File: config.mk
export PLATFORM = sky130hd
export DESIGN_NAME = twdl_seq_ctrl
export DESIGN_NICKNAME = d
export VERILOG_FILES = /design/src/rtl/twdl_pkg.sv /design/src/rtl/seq_div_u20.sv /design/src/rtl/twdl_seq_ctrl.sv
export SDC_FILE = /design/constraint.sdc
export NUM_CORES = 1
export LEC_CHECK = 0
export ABC_CLOCK_PERIOD_IN_PS = 6400
export CAP_MARGIN = 30
export CORE_AREA = 2 2 149 151
export DETAILED_ROUTE_END_ITERATION = 12
export DIE_AREA = 0 0 151 153
export GPL_ROUTABILITY_DRIVEN = 0
export GPL_TIMING_DRIVEN = 0
export PLACE_DENSITY = 0.73
export SYNTH_ARGS = -nofsm -noshare
export SYNTH_HDL_FRONTEND = slang
export SYNTH_SLANG_ARGS = --single-unit
File: constraint.sdc
create_clock -name clk -period 6.4 [get_ports clk]
set_input_delay 1.28 -clock clk [delete_from_list [all_inputs] [get_ports clk]]
set_output_delay 1.28 -clock clk [all_outputs]
set_load 0.02 [all_outputs]
File: src/rtl/twdl_pkg.sv
// Shared constants and types for the twiddle-stage sequencer.
//   W_NUM      : width of denominator, numerator, remainder and butterfly count
//   W_QUO      : quotient width and fixed-point shift (2^W_QUO)
//   twdl_st_e  : sequencer state encoding
//   FACTOR_MIN/FACTOR_MAX : legal radix range (2..5)
//   QUO_ONE    : 2^W_QUO, the dividend of the per-stage step division
package twdl_pkg;

  localparam int unsigned W_NUM = 12;
  localparam int unsigned W_QUO = 20;

  typedef enum logic [1:0] {
    ST_IDLE  = 2'd0,
    ST_DIV_L = 2'd1,
    ST_DIV_Q = 2'd2,
    ST_RUN   = 2'd3
  } twdl_st_e;

  localparam logic [2:0] FACTOR_MIN = 3'd2;
  localparam logic [2:0] FACTOR_MAX = 3'd5;

  localparam logic [W_QUO:0] QUO_ONE = {1'b1, {W_QUO{1'b0}}};

  function automatic logic factor_legal(input logic [2:0] f);
    return (f >= FACTOR_MIN) && (f <= FACTOR_MAX);
  endfunction

endpackage

File: src/rtl/seq_div_u20.sv
// Unsigned restoring divider, one quotient bit per cycle, W_QUO cycles per divide.
//   clk, rst_n : clock, async active-low reset
//   start      : load operands; the first quotient bit is produced on this edge
//   dividend   : W_QUO-bit dividend
//   dvd_msb    : extra dividend bit above dividend[W_QUO-1], preloaded into the
//                partial remainder; must be smaller than divisor so the quotient
//                still fits in W_QUO bits (lets 2^W_QUO be divided exactly)
//   divisor    : W_NUM-bit divisor, nonzero
//   busy       : iterations still in progress
//   done       : quotient/remainder valid (held until the next start)
//   quotient, remainder : results
module seq_div_u20
  import twdl_pkg::*;
(
  input  logic             clk,
  input  logic             rst_n,
  input  logic             start,
  input  logic [W_QUO-1:0] dividend,
  input  logic             dvd_msb,
  input  logic [W_NUM-1:0] divisor,
  output logic             busy,
  output logic             done,
  output logic [W_QUO-1:0] quotient,
  output logic [W_NUM-1:0] remainder
);

  localparam logic [4:0] STEPS = 5'(W_QUO);

  logic [W_QUO-1:0] quo_q;
  logic [W_NUM-1:0] rem_q;
  logic [W_NUM-1:0] dvs_q;
  logic [4:0]       cnt_q;
  logic             run_q;

  logic [W_QUO-1:0] q_src, q_step;
  logic [W_NUM-1:0] r_src, d_src, r_step;
  logic [W_NUM:0]   trial, diff;
  logic             ge;

  // One restoring step; on start it operates on the fresh operands so the
  // divide completes after exactly W_QUO edges including the load edge.
  always_comb begin
    q_src  = start ? dividend : quo_q;
    r_src  = start ? {{(W_NUM-1){1'b0}}, dvd_msb} : rem_q;
    d_src  = start ? divisor : dvs_q;
    trial  = {r_src, q_src[W_QUO-1]};
    diff   = trial - {1'b0, d_src};
    ge     = (trial >= {1'b0, d_src});
    r_step = ge ? diff[W_NUM-1:0] : trial[W_NUM-1:0];
    q_step = {q_src[W_QUO-2:0], ge};
  end

  always_ff @(posedge clk or negedge rst_n) begin
    if (!rst_n) begin
      quo_q <= '0;
      rem_q <= '0;
      dvs_q <= '0;
      cnt_q <= '0;
      run_q <= 1'b0;
    end else if (start) begin
      quo_q <= q_step;
      rem_q <= r_step;
      dvs_q <= divisor;
      cnt_q <= 5'd1;
      run_q <= 1'b1;
    end else if (run_q) begin
      if (cnt_q != STEPS) begin
        quo_q <= q_step;
        rem_q <= r_step;
        cnt_q <= cnt_q + 5'd1;
      end else begin
        run_q <= 1'b0;
      end
    end
  end

  assign busy      = run_q && (cnt_q != STEPS);
  assign done      = run_q && (cnt_q == STEPS);
  assign quotient  = quo_q;
  assign remainder = rem_q;

endmodule

File: src/rtl/twdl_seq_ctrl.sv
// Sequencer for one mixed-radix twiddle stage.
//   clk, rst_n                 : clock, async active-low reset
//   cfg_start                  : configure-and-run request (honoured in IDLE only)
//   cfg_factor/demontr/nbfly/inverse : radix, span denominator D, butterfly count, direction
//   bfly_val / bfly_ready      : butterfly handshake (accept = val & ready)
//   factor, inverse, twdl_demontr : registered configuration
//   twdl_numrtr_1              : index n1 of the current butterfly
//   twdl_quotient/remainder    : floor(n1*2^W_QUO/D) and (n1*2^W_QUO) mod D
//   twdl_sop                   : first accepted butterfly of the frame
//   busy, done, cfg_err        : status; done/cfg_err are one-cycle pulses
module twdl_seq_ctrl
  import twdl_pkg::*;
(
  input  logic             clk,
  input  logic             rst_n,
  input  logic             cfg_start,
  input  logic [2:0]       cfg_factor,
  input  logic [W_NUM-1:0] cfg_demontr,
  input  logic [W_NUM-1:0] cfg_nbfly,
  input  logic             cfg_inverse,
  input  logic             bfly_val,
  output logic             bfly_ready,
  output logic [2:0]       factor,
  output logic             inverse,
  output logic [W_NUM-1:0] twdl_demontr,
  output logic [W_NUM-1:0] twdl_numrtr_1,
  output logic [W_QUO-1:0] twdl_quotient,
  output logic [W_NUM-1:0] twdl_remainder,
  output logic             twdl_sop,
  output logic             busy,
  output logic             done,
  output logic             cfg_err
);

  localparam logic [W_NUM-1:0] ONE_N = W_NUM'(1);
  localparam logic [W_QUO-1:0] ONE_Q = W_QUO'(1);

  twdl_st_e         state_q, state_d;
  logic [2:0]       factor_q, factor_d;
  logic             inverse_q, inverse_d;
  logic [W_NUM-1:0] dem_q, dem_d;
  logic [W_NUM-1:0] nbfly_q, nbfly_d;
  logic [W_NUM-1:0] len_q, len_d;
  logic [W_QUO-1:0] q0_q, q0_d;
  logic [W_NUM-1:0] r0_q, r0_d;
  logic [W_NUM-1:0] n1_q, n1_d;
  logic [W_QUO-1:0] quo_q, quo_d;
  logic [W_NUM-1:0] rem_q, rem_d;
  logic [W_NUM-1:0] cnt_q, cnt_d;
  logic             done_q, done_d;
  logic             err_q, err_d;

  logic             div_start, div_msb, div_busy, div_done, div_fin;
  logic [W_QUO-1:0] div_dvd, div_quo;
  logic [W_NUM-1:0] div_dvs, div_rem;
  logic             accept, cfg_ok;
  logic [W_NUM:0]   r_sum, r_sub;

  seq_div_u20 u_div (
    .clk       (clk),
    .rst_n     (rst_n),
    .start     (div_start),
    .dividend  (div_dvd),
    .dvd_msb   (div_msb),
    .divisor   (div_dvs),
    .busy      (div_busy),
    .done      (div_done),
    .quotient  (div_quo),
    .remainder (div_rem)
  );

  assign div_fin = div_done & ~div_busy;
  assign accept  = bfly_val & (state_q == ST_RUN);
  assign cfg_ok  = factor_legal(cfg_factor) && (cfg_demontr != '0) && (cfg_nbfly != '0);
  assign r_sum   = {1'b0, rem_q} + {1'b0, r0_q};
  assign r_sub   = r_sum - {1'b0, dem_q};

  always_comb begin
    state_d   = state_q;
    factor_d  = factor_q;
    inverse_d = inverse_q;
    dem_d     = dem_q;
    nbfly_d   = nbfly_q;
    len_d     = len_q;
    q0_d      = q0_q;
    r0_d      = r0_q;
    n1_d      = n1_q;
    quo_d     = quo_q;
    rem_d     = rem_q;
    cnt_d     = cnt_q;
    done_d    = 1'b0;
    err_d     = 1'b0;
    div_start = 1'b0;
    div_dvd   = '0;
    div_msb   = 1'b0;
    div_dvs   = '0;

    unique case (state_q)
      ST_IDLE: begin
        if (cfg_start) begin
          if (!cfg_ok) begin
            err_d = 1'b1;
          end else begin
            factor_d  = cfg_factor;
            inverse_d = cfg_inverse;
            dem_d     = cfg_demontr;
            nbfly_d   = cfg_nbfly;
            if (cfg_demontr == ONE_N) begin
              len_d   = ONE_N;
              q0_d    = '0;
              r0_d    = '0;
              n1_d    = '0;
              quo_d   = '0;
              rem_d   = '0;
              cnt_d   = '0;
              state_d = ST_RUN;
            end else begin
              // L = D / factor is launched from the raw inputs so it overlaps the capture cycle.
              div_start = 1'b1;
              div_dvd   = {{(W_QUO-W_NUM){1'b0}}, cfg_demontr};
              div_dvs   = {{(W_NUM-3){1'b0}}, cfg_factor};
              state_d   = ST_DIV_L;
            end
          end
        end
      end
      ST_DIV_L: begin
        if (div_fin) begin
          if (div_rem != '0) begin
            err_d   = 1'b1;
            state_d = ST_IDLE;
          end else begin
            len_d     = div_quo[W_NUM-1:0];
            div_start = 1'b1;
            div_dvd   = QUO_ONE[W_QUO-1:0];
            div_msb   = QUO_ONE[W_QUO];
            div_dvs   = dem_q;
            state_d   = ST_DIV_Q;
          end
        end
      end
      ST_DIV_Q: begin
        if (div_fin) begin
          q0_d    = div_quo;
          r0_d    = div_rem;
          n1_d    = '0;
          quo_d   = '0;
          rem_d   = '0;
          cnt_d   = '0;
          state_d = ST_RUN;
        end
      end
      ST_RUN: begin
        if (accept) begin
          if (n1_q == len_q - ONE_N) begin
            n1_d  = '0;
            quo_d = '0;
            rem_d = '0;
          end else begin
            n1_d = n1_q + ONE_N;
            if (r_sum >= {1'b0, dem_q}) begin
              rem_d = r_sub[W_NUM-1:0];
              quo_d = quo_q + q0_q + ONE_Q;
            end else begin
              rem_d = r_sum[W_NUM-1:0];
              quo_d = quo_q + q0_q;
            end
          end
          cnt_d = cnt_q + ONE_N;
          if (cnt_q == nbfly_q - ONE_N) begin
            done_d  = 1'b1;
            state_d = ST_IDLE;
          end
        end
      end
      default: state_d = ST_IDLE;
    endcase
  end

  always_ff @(posedge clk or negedge rst_n) begin
    if (!rst_n) begin
      state_q   <= ST_IDLE;
      factor_q  <= '0;
      inverse_q <= 1'b0;
      dem_q     <= '0;
      nbfly_q   <= '0;
      len_q     <= '0;
      q0_q      <= '0;
      r0_q      <= '0;
      n1_q      <= '0;
      quo_q     <= '0;
      rem_q     <= '0;
      cnt_q     <= '0;
      done_q    <= 1'b0;
      err_q     <= 1'b0;
    end else begin
      state_q   <= state_d;
      factor_q  <= factor_d;
      inverse_q <= inverse_d;
      dem_q     <= dem_d;
      nbfly_q   <= nbfly_d;
      len_q     <= len_d;
      q0_q      <= q0_d;
      r0_q      <= r0_d;
      n1_q      <= n1_d;
      quo_q     <= quo_d;
      rem_q     <= rem_d;
      cnt_q     <= cnt_d;
      done_q    <= done_d;
      err_q     <= err_d;
    end
  end

  assign bfly_ready     = (state_q == ST_RUN);
  assign twdl_sop       = accept & (cnt_q == '0);
  assign busy           = (state_q != ST_IDLE);
  assign done           = done_q;
  assign cfg_err        = err_q;
  assign factor         = factor_q;
  assign inverse        = inverse_q;
  assign twdl_demontr   = dem_q;
  assign twdl_numrtr_1  = n1_q;
  assign twdl_quotient  = quo_q;
  assign twdl_remainder = rem_q;

endmodule

==> reports/qor.csv, run 1 <==
stage,metric,value,unit
yosys,synth_top_cell_area_share,38.9,%
timing,post-route-min-period,5.90,ns
yosys,ys.flop_type,dfrtp_1,
yosys,synth_common_cells,"nand2_1, dfrtp_1, o21ai_0",
setup_path,endpoint,u_div.remainder[8]$_DFFE_PN0P_,
timing,fin_crit_sh,92.2,%
yosys,synthTopCellsByArea,"dfrtp_1, nand2_1, ha_1",
cells_and_area,areaGrowthSynthToFinish,16.7,%
global_route,grt_max_degree,94,
clock_tree,cts-root-buf,clkbuf_16,
drt,drc_errors,0,
yosys,synth.distinct_cells,77,
setup_path,path_max_fanout,10,
timing,max-slew-margin-rel,32.8,%
cells_and_area,drive_gt1_share,4.86,%
cells_and_area,regArea,4550,um2
drt,wl,31100,um
yosys,ys_ff_latch,182,
setup_path,reg2reg_depth,16,
drt,first_pass_iters,5,
setup_path,worst_setup_path_end_kind,flip-flop,
drt,via_per_inst,5.87,
setup_path,critPathLaunch,cfg_demontr[7],
yosys,synth.yosys.seq_area_share,38.9,%
yosys,avgSynthCellArea,8.52,um2
power,leakagePower,6.16,nW
floorplan,num_rows,54,
timing,tightest_slew,1.00,ns
timing,clock_skew,0.0101,ns
place,port_buffers,96,
timing,grt_setup_unrepaired,no,
timing,finalHoldWorstSlack,0.474,ns
clock_tree,postCtsHoldBufs,0,
yosys,synthArstFlopShare,100,%
global_route,grt_pass1_vias,9938,
cells_and_area,multi_input_area,6580,um2
global_route,grt_usage,28.0,%
power,finalPower,7.74,mW
floorplan,die_width,151,um
clock_tree,insertion_delay,0.44,ns
place,place_ws,0.136,ns
floorplan,start_util,54.4,%
setup_path,start_kind,input pin,
place,dpl.hpwl,23600,um
hold_path,hold_class,flip-flop to flip-flop,
yosys,yosysTopAreaCell,dfrtp_1,
floorplan,io_pins,97,
run_status,status,completed,
cells_and_area,diodes,0,
yosys,synthCells,1373,
yosys,yosysWarnings,0,
drt,drt_iter0_drc,643,
floorplan,core-area,21500,um2
drt,routedWlPerCell,17.5,um
run,maxCapViolCount,0,
clock_tree,numCtsBuffers,17,
setup_path,r2r_start,u_div.remainder[2]$_DFFE_PN0P_,
power,ir_worst_vdd,0.300,mV
setup_path,crit_required,6.72,ns
timing,slew_violations,0,
drt,vias,10500,
clock_tree,cts_tree,built,
clock_tree,cts_buffer_depth,2,
floorplan,die_h,153,um
yosys,synth-edff-count,0,
timing,setup_viol,0,
timing,fmax,169,MHz
global_route,overflow,0,
timing,setup_slack,0.499,ns
setup_path,r2r_setup_slack,1.26,ns
global_route,antenna_found_initial,0,
clock_tree,clkTransAtPathRegs,0.07,ns
clock_tree,cts_resized,0,
setup_path,critPathKind,input pin to flip-flop,
clock_tree,cts_sinks,182,
timing,finalHoldViolCount,0,
clock_tree,htreeDepth,4,
yosys,synth_most_common_cell,nand2_1,
setup_path,cp.arrival,6.22,ns
yosys,synth_nets,1472,
yosys,syn-cell-area,11700,um2
setup_path,rr_endpoint,u_div.remainder[8]$_DFFE_PN0P_,
timing,finalSetupTns,0,ns
floorplan,die-area,23100,um2
global_route,grt_pass1_wl,51200,um
clock_tree,post_cts_buffers,0,
cells_and_area,nets,1588,
drt,ant_nets,0,
power,power_density,567,nW/um2
cells_and_area,fillers,1879,
-- state kept, by name, summed over array words and instances (netlist names), 5 cells and up --
name and count:
cnt_q 12, twdl_numrtr_1 12, u_div.quotient 20, len_q 12, q0_q 20, nbfly_q 12, u_div.dvs_q 12, twdl_quotient 20
u_div.remainder 12, r0_q 12, u_div.cnt_q 5, twdl_demontr 12, twdl_remainder 12
-- report_power, final --
group,internal [mW],total (mW),switching [mW]
combinational,1.90,4.55,2.65
sequential,1.61,2.07,0.460
clock,0.632,1.12,0.484
total,4.15,7.74,3.59
-- per-layer routing --
layer	wire length [um]	vias up	track usage, %
met5	0	-	0
met4	974	0	10.1
met3	1430	66	4.18
met2	14400	290	43.5
met1	14300	5042	39.7
li1	-	5053	-
-- worst min path at each step --
stage                                 endpoint  slack, ns            startpoint  depth (start not counted)
after floorplan           q0_q[10]$_DFFE_PN0P_       0.44  q0_q[10]$_DFFE_PN0P_                          2
after global placement     r0_q[3]$_DFFE_PN0P_       0.46   r0_q[3]$_DFFE_PN0P_                          2
after detailed placement   q0_q[2]$_DFFE_PN0P_       0.46   q0_q[2]$_DFFE_PN0P_                          2
after CTS                  q0_q[2]$_DFFE_PN0P_       0.48   q0_q[2]$_DFFE_PN0P_                          2
after global routing       r0_q[5]$_DFFE_PN0P_       0.49   r0_q[5]$_DFFE_PN0P_                          2
final                      q0_q[2]$_DFFE_PN0P_       0.47   q0_q[2]$_DFFE_PN0P_                          2
-- area by class of cell --
type	instances	share of cell area [%]
Timing Repair Buffer	97	7.28
Clock buffer	19	3.25
Inverter	72	1.98
Multi-Input combinational cell	1054	48.2
Sequential cell	182	33.4
Tap cell	280	2.57
Buffer	65	2.14
Clock inverter	12	1.23
-- cell families after synthesis --
logic type / synth area share (%)
and+or+nand+nor: 22.7
AOI/OAI and AO/OA: 17.3
DFF: 38.9
buffers and inverters: 4.80
xor gates and xnor gates: 7.34
adders and majority gates: 7.42
muxes: 1.47
-- worst max-delay path: stages --
cell	delay (ns)
clkdlybuf4s50_1	0.47
nor4_1	0.38
nand3_1	0.15
and3_1	0.19
clkbuf_1	0.20
nor2_1	0.49
clkbuf_1	0.41
nand2_1	0.10
nand2_1	0.10
ha_1	0.18
nor2b_1	0.05
o21ai_0	0.22
a21boi_1	0.18
o31ai_1	0.35
a21boi_1	0.17
o31a_1	0.40
a21oi_2	0.25
buf_2	0.29
nor3_1	0.08
a221o_1	0.26
-- stage by stage --
| stage | instances | utilization (%) | area, um2 |
|---|---|---|---|
| 4_1_cts | 1781 | 63.5 | 13600 |
| 3_5_place_dp | 1750 | 60.7 | 13000 |
| 5_1_grt | 1781 | 63.5 | 13600 |
| 2_1_floorplan | 1373 | - | 11700 |
| 3_3_place_gp | 1749 | 60.5 | 13000 |
| 6_report | 1781 | 63.5 | 13600 |
-- placed cells by master, fill, tap and decap left out, types with 5 or more instances in the layout --
master and count:
nor4_1 17, clkbuf_1 42, o22ai_1 6, o21a_1 18, ha_1 63, nand2_1 234, a31oi_1 12, nor3_1 23
a21o_1 15, dfrtp_1 182, and3_1 15, o21ai_1 20, a221o_1 9, and2_1 19, a21oi_1 55, nand4_1 21
or3_1 12, xor2_1 47, nand3_1 64, o31ai_1 14, nand3b_1 5, clkbuf_16 17, buf_2 14, nor2b_1 12
o21ai_0 102, a221oi_1 5, xnor2_1 51, nand2b_1 17, clkdlybuf4s50_1 95, a211oi_1 7, mux2i_1 16, nor2_1 90
a21boi_0 5, inv_1 72
Note: power is estimated with default switching activity, not from simulation.
==> run 2, diff against run 1 <==
CTS_CLUSTER_DIAMETER = 60   (was not set)
SLEW_MARGIN = 25   (was not set)
==> reports/qor.csv, run 2 (synthesis results as in run 1) <==
stage,metric,value,unit,change
setup_path,worst_setup_path_end_kind,flip-flop,,
global_route,grt_max_degree,91,,-3.2%
timing,post-route-min-period,5.99,ns,+0.0931 ns
clock_tree,cts_buffer_depth,2,,unchanged
global_route,overflow,0,,unchanged
clock_tree,postCtsHoldBufs,0,,unchanged
clock_tree,cts_sinks,182,,unchanged
cells_and_area,nets,1589,,+0.063%
setup_path,critPathLaunch,cfg_nbfly[0],,
hold_path,worstHoldStart,q0_q[2]$_DFFE_PN0P_,,
drt,ant_nets,0,,unchanged
power,ir_worst_vdd,0.319,mV,+6.1%
power,pwr-share-clk,13.9,%,-0.5 points
floorplan,num_rows,54,,unchanged
global_route,grt_util_met1,39.8,%,+0.058 points
power,seqPwrFrac,26.9,%,about the same
clock_tree,numCtsBuffers,17,,unchanged
run,maxCapViolCount,0,,unchanged
timing,max-slew-margin-rel,35.4,%,+2.5 points
floorplan,die_width,151,um,unchanged
floorplan,core-area,21500,um2,unchanged
setup_path,crit_required,6.72,ns,about the same
cells_and_area,layout_common_cells,"nand2_1, dfrtp_1, o21ai_0",,
hold_path,hold_class,flip-flop to flip-flop,,
power,switching_power,3.61,mW,+0.44%
global_route,antenna_found_initial,0,,unchanged
power,power_density,565,nW/um2,-0.37%
clock_tree,htreeDepth,4,,unchanged
drt,drt_iter0_drc,600,,-6.7%
cells_and_area,finish.utilization,63.5,%,about the same
place,port_buffers,96,,unchanged
cells_and_area,drive_gt1_share,4.93,%,+0.063 points
run_status,status,completed,,
global_route,grt_pass1_vias,10000,,+1.0%
setup_path,reg2reg_depth,19,,+3
drt,drc_errors,0,,unchanged
floorplan,start_util,54.4,%,unchanged
timing,finalSetupTns,0,ns,unchanged
floorplan,io_pins,97,,unchanged
clock_tree,cts_tree,built,,
setup_path,slowest_delay,0.48,ns,about the same
setup_path,crit_slowest_cell,nor2_1,,
floorplan,die_h,153,um,unchanged
power,leakagePower,6.16,nW,about the same
clock_tree,cts_resized,0,,unchanged
clock_tree,post_cts_buffers,0,,unchanged
drt,wl,31300,um,+0.70%
cells_and_area,areaGrowthSynthToFinish,16.7,%,about the same
timing,clock_skew,0.00946,ns,-0.000667 ns
timing,fin_crit_sh,93.7,%,+1.5 points
power,p_comb_share,59.3,%,+0.5 points
timing,fmax,167,MHz,-1.6%
setup_path,path_max_fanout,10,,unchanged
timing,setup_viol,0,,unchanged
global_route,met3_usage,3.58,%,-0.60 points
global_route,grt_pass1_wl,51600,um,+0.76%
drt,via_per_inst,5.89,,+0.43%
power,p_int,4.10,mW,-1.2%
setup_path,cp.arrival,6.31,ns,+0.09 ns
setup_path,start_kind,input pin,,
cells_and_area,mostFrequentLayoutCell,nand2_1,,
setup_path,critPathTopFamily,compound AO/OA/AOI/OAI gates,,
power,sw_frac_of_total,46.8,%,+0.40 points
global_route,use_met2,43.6,%,+0.087 points
timing,finalHoldViolCount,0,,unchanged
setup_path,critPathKind,input pin to flip-flop,,
setup_path,r2r_start,u_div.cnt_q[0]$_DFFE_PN0P_,,
place,place_ws,0.131,ns,-0.00562 ns
setup_path,crit_cells,20,,unchanged
setup_path,path_cells,clkdlybuf4s50_1 > nor4_1 > a31oi_1 > and3_1 > clkbuf_1 > nor2_1 > clkbuf_1 > nand2_1 > nand2_1 > ha_1 > nor2b_1 > o21ai_0 > a21boi_1 > o31ai_1 > a21boi_1 > o31a_1 > a21oi_2 > buf_2 > nor3_1 > a221o_1,,
setup_path,path_buf_inv,4,,unchanged
timing,tightest_slew,0.963,ns,-0.0377 ns
drt,first_pass_iters,5,,unchanged
drt,routedWlPerCell,17.6,um,+0.65%
global_route,busiest_layer,met2,,
hold_path,whs_path_depth,2,,unchanged
clock_tree,insertion_delay,0.43,ns,about the same
timing,slew_violations,0,,unchanged
cells_and_area,diodes,0,,unchanged
place,dpl.hpwl,23900,um,+1.2%
timing,setup_slack,0.405,ns,-0.0931 ns
clock_tree,clkTransAtPathRegs,0.07,ns,about the same
drt,vias,10500,,+0.49%
timing,grt_setup_unrepaired,no,,
global_route,grt_usage,28.1,%,+0.19 points
clock_tree,cts-root-buf,clkbuf_16,,
power,finalPower,7.71,mW,-0.42%
floorplan,die-area,23100,um2,unchanged
## run 2: area by class of cell
class                           count  area, um2
Clock inverter                     13        148
Sequential cell                   182       4550
Timing Repair Buffer               98       1020
Tap cell                          280        350
Inverter                           72        270
Buffer                             65        292
Multi-Input combinational cell   1054       6580
Fill cell                        1903       7840
Clock buffer                       18        429
## run 2: stage by stage
step / instance area [um2] / instances / hold slack, ns
detailed placement: 13100 / 1751 / 0.461
finish: 13600 / 1782 / 0.476
global route: 13600 / 1782 / 0.492
floorplan: 11700 / 1373 / 0.443
global placement: 13000 / 1749 / 0.457
CTS: 13600 / 1782 / 0.477
## run 2: worst reg2reg max path, cell delays in order, from the launching register on
cell and delay, ns:
dfrtp_1 0.43, inv_1 0.08, ha_1 0.17, and4b_1 0.23, and2_1 0.25, nand2_1 0.11
nor2_1 0.24, nor2_1 0.21, a221oi_1 0.58, ha_1 0.35, nor2b_1 0.13, o21ai_0 0.21
a21boi_1 0.18, o31ai_1 0.35, a21boi_1 0.16, o31a_1 0.40, a21oi_2 0.27, buf_2 0.29
nor3_1 0.08, a221o_1 0.26
## run 2: power groups by stage
stage / combinational, mW / sequential, mW / clock (mW)
after floorplan: 3.19 / 2.10 / 0
after global placement: 4.38 / 2.06 / 0
after detailed placement: 4.50 / 2.08 / 0
after CTS: 4.54 / 2.06 / 1.07
after global routing: 5.10 / 2.13 / 1.13
final: 4.57 / 2.07 / 1.07
## run 2: path summary, 6_finish.rpt
check / to / slack (ns)
setup / recovery: u_div.remainder[5]$_DFFE_PN0P_ / 0.41
hold / removal: q0_q[2]$_DFFE_PN0P_ / 0.48
setup reg to reg: u_div.remainder[5]$_DFFE_PN0P_ / 1.34
hold reg to reg: q0_q[2]$_DFFE_PN0P_ / 0.48
max in group asynchronous: q0_q[11]$_DFFE_PN0P_ / 4.64
min in group asynchronous: nbfly_q[9]$_DFFE_PN0P_ / 0.70
## run 2: routing by layer
layer  wire length, um  up-vias  part of all wire (%)
li1                  -     5047                     -
met4              1180        0                   3.8
met2             14500      307                    46
met5                 0        -                     0
met3              1430       76                   4.6
met1             14200     5072                    45
==> run 3, diff against run 2 <==
RECOVER_POWER = 25   (was not set)
SLEW_MARGIN = not set   (was 25)
==> reports/qor.csv, run 3 (synthesis results as in run 1) <==
stage,metric,value,unit,change
drt,routedWlPerCell,17.4,um,-0.68%
cells_and_area,drive_gt1_share,4.80,%,-0.13 points
clock_tree,cts_resized,0,,unchanged
cells_and_area,diodes,0,,unchanged
floorplan,num_rows,54,,unchanged
floorplan,die-area,23100,um2,unchanged
timing,clock_skew,0.0101,ns,+0.000667 ns
timing,finalSetupTns,0,ns,unchanged
floorplan,io_pins,97,,unchanged
clock_tree,htreeDepth,4,,unchanged
global_route,antenna_found_initial,0,,unchanged
global_route,grt_util_met1,39.7,%,-0.058 points
drt,via_per_inst,5.87,,-0.39%
place,postPlaceCellArea,13000,um2,-0.21%
drt,drt_iter0_drc,643,,+7.2%
timing,slew_violations,93,,+93
global_route,grt_pass1_wl,51200,um,-0.75%
clock_tree,cts-root-buf,clkbuf_16,,
setup_path,crit_required,6.72,ns,about the same
drt,wl,31100,um,-0.73%
cells_and_area,finish.utilization,63.5,%,about the same
clock_tree,postCtsHoldBufs,0,,unchanged
power,finalPower,7.74,mW,+0.40%
setup_path,start_kind,input pin,,
global_route,grt_max_degree,94,,+3.3%
floorplan,start_util,54.4,%,unchanged
power,leakagePower,6.16,nW,about the same
global_route,busiest_layer,met2,,
run_status,status,finished with violations,,
drt,vias,10500,,-0.45%
drt,ant_nets,0,,unchanged
run,maxCapViolCount,1,,+1
clock_tree,cts_tree,built,,
clock_tree,post_cts_buffers,0,,unchanged
timing,setup_slack,0.499,ns,+0.0934 ns
clock_tree,insertion_delay,0.44,ns,about the same
power,ir_worst_vdd,0.300,mV,-5.7%
setup_path,cp.arrival,6.22,ns,-0.09 ns
global_route,grt_usage,28.0,%,-0.19 points
timing,post-route-min-period,5.90,ns,-0.0934 ns
floorplan,die_width,151,um,unchanged
timing,tightest_slew,4.36,ns,+3.40 ns
global_route,use_met2,43.5,%,-0.087 points
setup_path,path_max_fanout,10,,unchanged
place,port_buffers,96,,unchanged
floorplan,core-area,21500,um2,unchanged
timing,grt_setup_unrepaired,no,,
cells_and_area,fin_area,13600,um2,about the same
hold_path,hold_class,flip-flop to flip-flop,,
timing,fmax,169,MHz,+1.6%
setup_path,worst_setup_path_end_kind,flip-flop,,
global_route,overflow,0,,unchanged
global_route,met3_usage,4.18,%,+0.60 points
cells_and_area,mostFrequentLayoutCell,nand2_1,,
place,place_ws,0.136,ns,+0.00562 ns
cells_and_area,nets,1588,,-0.063%
place,dpl.hpwl,23600,um,-1.2%
hold_path,whs_path_depth,2,,unchanged
floorplan,die_h,153,um,unchanged
run_status,violations,"max-capacitance violations, max-slew violations",,
clock_tree,clkTransAtPathRegs,0.07,ns,about the same
setup_path,critPathKind,input pin to flip-flop,,
timing,finalHoldViolCount,0,,unchanged
global_route,grt_pass1_vias,9938,,-1.0%
power,power_density,567,nW/um2,+0.39%
clock_tree,cts_buffer_depth,2,,unchanged
cells_and_area,areaGrowthSynthToFinish,16.7,%,about the same
cells_and_area,layout_common_cells,"nand2_1, dfrtp_1, o21ai_0",,
timing,fin_crit_sh,92.2,%,-1.5 points
clock_tree,numCtsBuffers,17,,unchanged
timing,setup_viol,0,,unchanged
clock_tree,cts_sinks,182,,unchanged
setup_path,reg2reg_depth,16,,-3
timing,max-slew-margin-rel,-191,%,-230 points
drt,first_pass_iters,5,,unchanged
drt,drc_errors,0,,unchanged
[run 3: final cells by class]
class                      instances  area [um2]
tap                              280         350
sequential                       182        4550
clock buffer                      19         443
timing repair buffer              97         988
buffer                            65         292
multi-input combinational       1054        6580
fill                            1879        7840
clock inverter                    12         168
inverter                          72         270
[run 3: critical path, stage by stage]
cell and delay, ns:
clkdlybuf4s50_1 0.47, nor4_1 0.38, nand3_1 0.15, and3_1 0.19, clkbuf_1 0.20, nor2_1 0.49, clkbuf_1 0.41, nand2_1 0.10
nand2_1 0.10, ha_1 0.18, nor2b_1 0.05, o21ai_0 0.22, a21boi_1 0.18, o31ai_1 0.35, a21boi_1 0.17, o31a_1 0.40
a21oi_2 0.25, buf_2 0.29, nor3_1 0.08, a221o_1 0.26
[run 3: final timing paths]
kind	from	endpoint	slack, ns
max in group asynchronous	rst_n	twdl_quotient[7]$_DFFE_PN0P_	1.34
worst max register to register	u_div.remainder[2]$_DFFE_PN0P_	u_div.remainder[8]$_DFFE_PN0P_	1.26
worst max-delay path	cfg_demontr[7]	u_div.remainder[8]$_DFFE_PN0P_	0.50
min in group asynchronous	rst_n	nbfly_q[9]$_DFFE_PN0P_	2.61
worst min-delay path	q0_q[2]$_DFFE_PN0P_	q0_q[2]$_DFFE_PN0P_	0.47
worst min register to register	q0_q[2]$_DFFE_PN0P_	q0_q[2]$_DFFE_PN0P_	0.47
[run 3: power by group]
| part | internal (mW) | switching, mW | total [mW] |
|---|---|---|---|
| sequential | 1.61 | 0.460 | 2.07 |
| clock | 0.632 | 0.484 | 1.12 |
| combinational | 1.90 | 2.65 | 4.55 |
| total | 4.15 | 3.59 | 7.74 |
[run 3: layer usage]
layer | part of all wire, % | vias to the layer above
met5 | 0 | -
met4 | 3.1 | 0
met3 | 4.7 | 67
met2 | 46 | 299
met1 | 46 | 5036
li1 | - | 5053
[run 3: through the flow]
stage               instances  hold slack, ns
finish                   1781           0.474
global route             1781           0.492
CTS                      1781           0.477
detailed placement       1750           0.461
global placement         1749           0.457
floorplan                1373           0.443
